**src/rtl/mul_unit_if.sv**
```systemverilog
// Decoder/writeback-facing signal bundle for the iterative MULTU unit.
// The slave side is the multiplier; the master side is the core driving it.
interface mul_unit_if #(
    parameter int WIDTH = 32
);
    logic             domul;
    logic             multoreg;
    logic             lohi;
    logic [WIDTH-1:0] a;
    logic [WIDTH-1:0] b;
    logic [WIDTH-1:0] rdata;
    logic [WIDTH-1:0] hi;
    logic [WIDTH-1:0] lo;
    logic             busy;
    logic             stall;

    modport slave (
        input  domul, multoreg, lohi, a, b,
        output rdata, hi, lo, busy, stall
    );

    modport master (
        output domul, multoreg, lohi, a, b,
        input  rdata, hi, lo, busy, stall
    );
endinterface

```
**src/rtl/mul_unit.sv**
```systemverilog
// Iterative shift-and-add unsigned multiplier with architectural HI/LO.
// One partial product per clock, fixed WIDTH-cycle run, result committed atomically.
module mul_unit #(
    parameter int WIDTH = 32
) (
    input  logic       clk,
    input  logic       reset,
    mul_unit_if.slave  bus
);
    localparam int PW    = 2 * WIDTH;
    localparam int CNT_W = (WIDTH > 1) ? $clog2(WIDTH) : 1;

    typedef enum logic {
        IDLE = 1'b0,
        RUN  = 1'b1
    } state_t;

    state_t           state_q, state_d;
    logic [PW-1:0]    acc_q, acc_d;
    logic [PW-1:0]    mcand_q, mcand_d;
    logic [WIDTH-1:0] mplier_q, mplier_d;
    logic [CNT_W-1:0] cnt_q, cnt_d;
    logic [WIDTH-1:0] hi_q, hi_d;
    logic [WIDTH-1:0] lo_q, lo_d;
    logic [PW-1:0]    acc_sum;
    logic             last;

    always_comb begin
        acc_sum  = mplier_q[0] ? (acc_q + mcand_q) : acc_q;
        last     = (cnt_q == CNT_W'(WIDTH - 1));
        state_d  = state_q;
        acc_d    = acc_q;
        mcand_d  = mcand_q;
        mplier_d = mplier_q;
        cnt_d    = cnt_q;
        hi_d     = hi_q;
        lo_d     = lo_q;
        case (state_q)
            IDLE: begin
                // Operands are captured only here; a/b changes during RUN never reach the datapath.
                if (bus.domul) begin
                    state_d  = RUN;
                    acc_d    = '0;
                    mcand_d  = {{WIDTH{1'b0}}, bus.a};
                    mplier_d = bus.b;
                    cnt_d    = '0;
                end
            end
            RUN: begin
                acc_d    = acc_sum;
                mcand_d  = mcand_q << 1;
                mplier_d = mplier_q >> 1;
                cnt_d    = cnt_q + CNT_W'(1);
                if (last) begin
                    {hi_d, lo_d} = acc_sum;
                    state_d      = IDLE;
                end
            end
        endcase
    end

    always_ff @(posedge clk) begin
        if (reset) begin
            state_q  <= IDLE;
            acc_q    <= '0;
            mcand_q  <= '0;
            mplier_q <= '0;
            cnt_q    <= '0;
            hi_q     <= '0;
            lo_q     <= '0;
        end else begin
            state_q  <= state_d;
            acc_q    <= acc_d;
            mcand_q  <= mcand_d;
            mplier_q <= mplier_d;
            cnt_q    <= cnt_d;
            hi_q     <= hi_d;
            lo_q     <= lo_d;
        end
    end

    // Any HI/LO consumer or new MULTU must wait while a product is in flight.
    assign bus.busy  = (state_q == RUN);
    assign bus.stall = bus.busy & (bus.domul | bus.multoreg);
    assign bus.rdata = bus.lohi ? hi_q : lo_q;
    assign bus.hi    = hi_q;
    assign bus.lo    = lo_q;
endmodule

```
**src/flat_wrapper.sv**
```systemverilog
// flat-port wrapper written by rule: the top's interface ports become plain ports
module mul_unit_flat 
#(
    parameter int WIDTH = 32
)
  (clk, reset, bus_domul, bus_multoreg, bus_lohi, bus_a, bus_b, bus_rdata, bus_hi, bus_lo, bus_busy, bus_stall);
  mul_unit_if #(.WIDTH(WIDTH)) bus_i ();
  input  logic clk;
  input  logic reset;
  input wire logic [$bits(bus_i.domul)-1:0] bus_domul;
  input wire logic [$bits(bus_i.multoreg)-1:0] bus_multoreg;
  input wire logic [$bits(bus_i.lohi)-1:0] bus_lohi;
  input wire logic [$bits(bus_i.a)-1:0] bus_a;
  input wire logic [$bits(bus_i.b)-1:0] bus_b;
  output wire logic [$bits(bus_i.rdata)-1:0] bus_rdata;
  output wire logic [$bits(bus_i.hi)-1:0] bus_hi;
  output wire logic [$bits(bus_i.lo)-1:0] bus_lo;
  output wire logic [$bits(bus_i.busy)-1:0] bus_busy;
  output wire logic [$bits(bus_i.stall)-1:0] bus_stall;
  assign bus_i.domul = bus_domul;
  assign bus_i.multoreg = bus_multoreg;
  assign bus_i.lohi = bus_lohi;
  assign bus_i.a = bus_a;
  assign bus_i.b = bus_b;
  assign bus_rdata = bus_i.rdata;
  assign bus_hi = bus_i.hi;
  assign bus_lo = bus_i.lo;
  assign bus_busy = bus_i.busy;
  assign bus_stall = bus_i.stall;
  mul_unit #(.WIDTH(WIDTH)) u_core (.clk(clk), .reset(reset), .bus(bus_i));
endmodule
```
**config.mk**
```make
export PLATFORM = sky130hd
export DESIGN_NAME = mul_unit_flat
export DESIGN_NICKNAME = d
export VERILOG_FILES = /design/src/rtl/mul_unit_if.sv /design/src/rtl/mul_unit.sv /design/src/flat_wrapper.sv
export SDC_FILE = /design/constraint.sdc
export NUM_CORES = 1
export LEC_CHECK = 0
export BUFFER_PORTS_ARGS = -buffer_cell sky130_fd_sc_hd__buf_4
export CORE_ASPECT_RATIO = 0.9
export CORE_MARGIN = 2
export CORE_UTILIZATION = 55
export DETAILED_ROUTE_END_ITERATION = 7
export HOLD_SLACK_MARGIN = 0.05
export PLACE_DENSITY = 0.76
export REMOVE_ABC_BUFFERS = 1
export SYNTH_ARGS = -nofsm -noshare
export SYNTH_HDL_FRONTEND = slang
export SYNTH_SLANG_ARGS = --single-unit
```
**constraint.sdc**
```tcl
create_clock -name clk -period 7.4 [get_ports clk]
set_input_delay 0.74 -clock clk [delete_from_list [all_inputs] [get_ports clk]]
set_output_delay 0.74 -clock clk [all_outputs]
set_load 0.02 [all_outputs]
```
==> impl_results.md, run 1 <==
* Drt pass-1 iters at 7
* Syn Inst Count at 1621
* Vias in the first global route at 11.6k
* Combinational Power Share at 0.090
* Post-DP Area at 14500 sq um
* # DRC at 0
* Setup-failing EPs final at 0
* Worst skew pair latency at 0.53 ns
* Slew Limit Fails at 0
* Cts bufs inserted at 24
* Layout area overhead at 15.0%
* CTS tree: yes
* Design area at 15300 sq um
* Post-DP HPWL at 28100 um
* Critical Path RT at 7.86 ns
* Worst-Margin Slew at 0.979 ns
* Critical Path Fanout Max at 36
* Slew headroom at 0.346
* Post-synth cell types at 75
* Hold Path Depth at 2
* F_max at 0.254 GHz
* Vert. Die Dim at 151 um
* Die ar. at 25400 sq um
* Vias per cell at 6.09
* First-pass GRT wire length at 62400 um
* Setup Crit Path Kind: reg -> reg
* Post-synthesis cell area at 13300 sq um
* Clock sink total at 230
* Seq/Total Area, Yosys at 0.346
* Number of I/O pins at 167
* GPL Wtd Cong at 0.971
* Routed Antenna Nets at 0
* Flop pwr share at 0.477
* Synth top area share at 0.346
* Crit Reg-Reg Endpoint: u_core.acc_q[33]$_SDFFE_PP0P_
* Clock Skew at 0.00933 ns
* Core ar. at 23500 sq um
* Clock power share at 0.433
* Leak at 0.00676 uW
* Reg2Reg Setup Slack at 3.46 ns
* Worst hold start: u_core.bus.hi[28]$_SDFFE_PP0P_
* Most frequent cell after synthesis: nor2_1
* Routed wire length at 39400 um
* Port buffer count at 166
* Initial antenna violation count at 1
* Initial detailed-routing violation count at 961
* Clk slew on worst S/H paths at 0.06 ns
* Worst setup EP type: flip-flop
* Layout fillers at 2045
* Period utilization at 0.532
* Internal at 2020 uW
* Min cycle time layout at 3.94 ns
* Setup Buffers After CTS at 0
* Synth Flop Type: dfxtp_1
* # nets final at 1838
* Share of cells above drive strength 1 at 0.166
* Pwr Density at 176 nW/um^2
* Largest net degree at the start of global routing at 99
* Yosys reg bits at 230
* Wire per inst at 19.5 um
* Worst IR Drop VDD at 0.146 mV
* Ys async rst share at 0
* Via count at 12.3k
* Hold worst-path end: u_core.bus.hi[28]$_SDFFE_PP0P_
* Max-cap violations at 0
* Root buffer cell: clkbuf_16
* Post-synth EDFFs at 0
* Sw Pwr at 671 uW
* CTS H-tree lvls at 1
* Die width at 168 um
* Clk buf depth at 3
* Gr usage total at 0.306
* Mapped Avg Cell Area at 8.20 sq um
* GR Overflow Total at 0
* Yosys top cell by area: dfxtp_1
* Setup crit start kind: flip-flop
* Sw frac at 0.249
* Crit path DAT at 4.40 ns
* Yosys synthesis warning count at 0
* Source of the worst register-to-register timing path: u_core.bus.busy$_SDFF_PP0_
* Initial Util at 0.565
* Count of hold-fix buffers inserted at cts at 0
* Unrepaired setup endpoints after global routing: false
* Hold Crit Class: reg -> reg
* Post-synth top cells: 237 x nor2_1, 230 x dfxtp_1, 206 x a21oi_1
* Resized Gates After CTS at 0
* Worst reg2reg path depth at 7
* Fin. Hold Viols at 0
* Fin Setup TNS at 0 ns
* Synth area leaders: dfxtp_1 35%, a21oi_1 7.8%, mux2i_1 7.3%
* Rows at 53
* Status: completed
routing by layer:
metal  GRT usage  vias to the layer above  part of all wire
li1            -                     5984                 -
met1       0.447                     5868              0.48
met2       0.480                      398              0.43
met3      0.0416                       55             0.066
met4      0.0709                        0             0.021
met5           0                        -                 0
stage by stage:
| stage | power (uW) | utilization | setup WS, ns | hold WS (ns) | cells |
|---|---|---|---|---|---|
| global placement | 1540 | 0.618 | 3.74 | 0.452 | 1979 |
| floorplan | 1440 | - | -0.107 | 0.442 | 1498 |
| CTS | 2700 | 0.649 | 3.58 | 0.469 | 2019 |
| detailed placement | 1550 | 0.618 | 3.60 | 0.460 | 1979 |
| finish | 2690 | 0.649 | 3.46 | 0.467 | 2020 |
| global route | 2780 | 0.649 | 3.25 | 0.486 | 2019 |
sequential cells by signal, indices dropped and copies added (netlist names):
| signal | flops |
|---|---|
| u_core.acc_q | 64 |
| u_core.bus.busy | 1 |
| u_core.bus.hi | 32 |
| u_core.bus.lo | 32 |
| u_core.cnt_q | 5 |
| u_core.mcand_q | 64 |
| u_core.mplier_q | 32 |
cells by family after synthesis:
kind of cell / Yosys count / synth area share
AOI/OAI and AO/OA: 468 / 0.219
buffers and inverters: 146 / 0.0439
and+or+nand+nor: 502 / 0.172
xor gates and xnor gates: 62 / 0.0409
adders and majority gates: 66 / 0.0627
muxes: 147 / 0.115
DFF: 230 / 0.346
placed cells by master (no fill, tap or decap), types with 8 or more instances in the layout:
cell type    n
a21o_1      25
a21oi_1    205
a22o_1      41
a22oi_1      8
a31oi_1     10
and3_1      58
buf_4      179
clkbuf_16   25
dfxtp_1    228
ha_1        65
inv_1       22
mux2_2      49
mux2i_1     97
nand2_1    101
nand3_1     19
nand4_1     31
nor2_1     236
nor3_1      13
o21ai_0     65
o21ai_1     26
o21bai_1    16
or3_1        8
xnor2_1     36
xor2_1      26
power groups by stage:
stage / registers, uW / clock network, uW / logic, uW
2_1_floorplan: 1320 / 0 / 124
3_3_place_gp: 1310 / 0 / 233
3_5_place_dp: 1310 / 0 / 238
4_1_cts: 1280 / 1170 / 240
5_1_grt: 1290 / 1230 / 265
6_report: 1280 / 1170 / 243
layout make-up:
class,instances,area (sq um),area share
clock inverter,6,57.6,0.00377
inverter,23,86.3,0.00565
multi-input combinational,1245,8130,0.532
antenna,1,2.50,0.000164
timing repair buffer,179,1340,0.0879
tap,302,378,0.0247
clock buffer,34,679,0.0445
sequential,230,4610,0.302
how the worst max path moves through the flow:
stage	startpoint	slack [ns]	cells after the start	endpoint
2_1_floorplan	u_core.bus.busy$_SDFF_PP0_	-0.11	4	u_core.acc_q[23]$_SDFFE_PP0P_
3_3_place_gp	u_core.bus.busy$_SDFF_PP0_	3.74	7	u_core.acc_q[35]$_SDFFE_PP0P_
3_5_place_dp	u_core.bus.busy$_SDFF_PP0_	3.60	7	u_core.acc_q[59]$_SDFFE_PP0P_
4_1_cts	u_core.bus.busy$_SDFF_PP0_	3.58	7	u_core.acc_q[33]$_SDFFE_PP0P_
5_1_grt	u_core.bus.busy$_SDFF_PP0_	3.25	7	u_core.acc_q[35]$_SDFFE_PP0P_
6_report	u_core.bus.busy$_SDFF_PP0_	3.46	7	u_core.acc_q[33]$_SDFFE_PP0P_
worst max-delay path, stage by stage, from the launching register on:
cell	delay (ns)
dfxtp_4	0.40
inv_1	0.68
buf_4	0.51
nor2_1	0.27
a21oi_1	0.62
nor2b_2	0.80
buf_4	0.39
a22o_1	0.18
No activity file was read; power rests on OpenSTA's default activity.
==> run 2: changes to the inputs <==
ABC_AREA = 1   (was not set)
PLACE_DENSITY = 0.75   (was 0.76)
clock period = 4 ns   (was 7.4 ns; I/O delays follow)
==> impl_results.md, run 2 <==
* Final setup margin at 1.35 ns
* Setup Buffers After CTS at 0
* Setup-failing EPs final at 0
* Total power at 5380 uW
* Initial Util at 0.559
* Vias in the first global route at 15.0k
* Routed Antenna Nets at 0
* Setup Crit Path Kind: reg -> reg
* Commonest non-fill, non-tap cell in the layout: nand2_1
* Clk slew on worst S/H paths at 0.07 ns
* Die ar. at 29700 sq um
* Worst setup EP type: flip-flop
* Fin Setup TNS at 0 ns
* Synth Flop Type: dfxtp_1
* Wire per inst at 16.5 um
* Synth top area share at 0.296
* Post-synthesis cell area at 15600 sq um
* Commonest cells after routing, fill and taps aside: 1041 x nand2_1, 416 x inv_1, 228 x dfxtp_1
* Slew Limit Fails at 0
* Crit path DAT at 3.00 ns
* Number of I/O pins at 167
* Mapped Avg Cell Area at 5.94 sq um
* Initial antenna violation count at 0
* Seq/Total Area, Yosys at 0.296
* # nets final at 2863
* Post-synth cell types at 40
* Port buffer count at 166
* Clk buf depth at 3
* Clock Skew at 0.0215 ns
* F_max at 0.377 GHz
* Initial detailed-routing violation count at 1393
* Reg2Reg Setup Slack at 1.35 ns
* CTS H-tree lvls at 1
* WHS at 0.133 ns
* Source of the worst register-to-register timing path: u_core.mcand_q[0]$_SDFFE_PP0P_
* Gr usage total at 0.340
* Leak at 0.00919 uW
* Fin. Hold Viols at 0
* Critical Path Fanout Max at 4
* Syn Inst Count at 2621
* # DRC at 0
* GR Overflow Total at 0
* Rows at 58
* Yosys top cell by area: dfxtp_1
* Post-synth EDFFs at 0
* Worst hold start: bus_b[31]
* Via count at 16.4k
* Worst skew pair latency at 0.53 ns
* Ys async rst share at 0
* DP Worst Slack at 1.39 ns
* Max-cap violations at 0
* Placed insts at 3062
* Unrepaired setup endpoints after global routing: false
* Regs by FF count: u_core.acc_q: 64 flops, u_core.mcand_q: 64 flops
* Yosys reg bits at 230
* Cts bufs inserted at 24
* Die width at 181 um
* Share of cells above drive strength 1 at 0.129
* Min cycle time layout at 2.65 ns
* Layout area overhead at 14.6%
* Critical Path RT at 4.35 ns
* Vias per cell at 5.29
* Status: completed
* Ant. Diodes at 0
* Largest net degree at the start of global routing at 80
* Vert. Die Dim at 164 um
* Slew headroom at 0.239
* CTS tree: yes
* Period utilization at 0.663
* First-pass GRT wire length at 80300 um
* Worst Setup SP: u_core.mcand_q[0]$_SDFFE_PP0P_
* Clock sink total at 230
* Hold Crit Class: in -> reg
* Post-Layout Cell Count at 3103
* Post-DP HPWL at 38700 um
* Worst-Margin Slew at 1.14 ns
* Drt pass-1 iters at 6
* Core ar. at 27900 sq um
* Setup crit start kind: flip-flop
* Count of hold-fix buffers inserted at cts at 0
* Resized Gates After CTS at 0
* Root buffer cell: clkbuf_16
* Post-synth top cells: 1041 x nand2_1, 416 x inv_1, 230 x dfxtp_1
* Worst IR Drop VDD at 0.297 mV
* Routed wire length at 51100 um
* Synth area leaders: dfxtp_1 30%, nand2_1 25%, inv_1 10%
* Most frequent cell after synthesis: nand2_1
* Pwr Density at 301 nW/um^2
* Yosys synthesis warning count at 0
* GPL Wtd Cong at 1.08
-- run 2: stage by stage --
step	instance area (sq um)	utilization
3_5_place_dp	17000	0.611
3_3_place_gp	17000	0.611
2_1_floorplan	15200	-
6_report	17900	0.641
4_1_cts	17900	0.641
5_1_grt	17900	0.641
-- run 2: critical path, stage by stage (launching register included) --
cell and delay, ns:
dfxtp_1 0.37, ha_1 0.22, inv_1 0.09, fa_1 0.38, inv_1 0.12, nand3_1 0.13
nand2_4 0.13, nand4_1 0.11, nand3_1 0.34, nand2_1 0.12, nand4_1 0.09, nand3_1 0.11
nand3_1 0.13, o21ai_0 0.12
-- run 2: layout make-up --
cell class                      count  area (sq um)
Fill cell                        2669         10000
Clock buffer                       34           719
Timing Repair Buffer              176          1330
Tap cell                          360           450
Clock inverter                      7           115
Sequential cell                   230          4610
Inverter                          434          1630
Multi-Input combinational cell   1862          9000
-- run 2: worst paths after layout --
check,endpoint,cells after the start
setup / recovery,u_core.bus.hi[20]$_SDFFE_PP0P_,13
setup reg to reg,u_core.bus.hi[20]$_SDFFE_PP0P_,13
hold / removal,u_core.mplier_q[31]$_SDFFE_PP0P_,3
hold reg to reg,u_core.mplier_q[31]$_SDFFE_PP0P_,2
-- run 2: where the power goes --
group	total [uW]	internal [uW]	switching, uW
registers	2420	2350	69.9
logic	571	210	361
clock network	2390	1440	953
total	5380	4000	1380
-- run 2: cell families (layout without fill, tap and decap cells) --
kind of cell	Yosys count	after routing	synth area share
mux	1	1	0.000723
fa+ha+maj	66	66	0.0535
buf+inv	529	651	0.128
simple gates	1476	1476	0.401
xor+xnor	30	30	0.0169
flops	230	230	0.296
compound gates	289	289	0.104
-- run 2: routing by layer --
metal,track usage,wire length [um],part of all wire
met5,0,0,0
met3,0.0343,3850,0.075
met4,0.101,1450,0.028
met1,0.497,24200,0.47
met2,0.529,21600,0.42
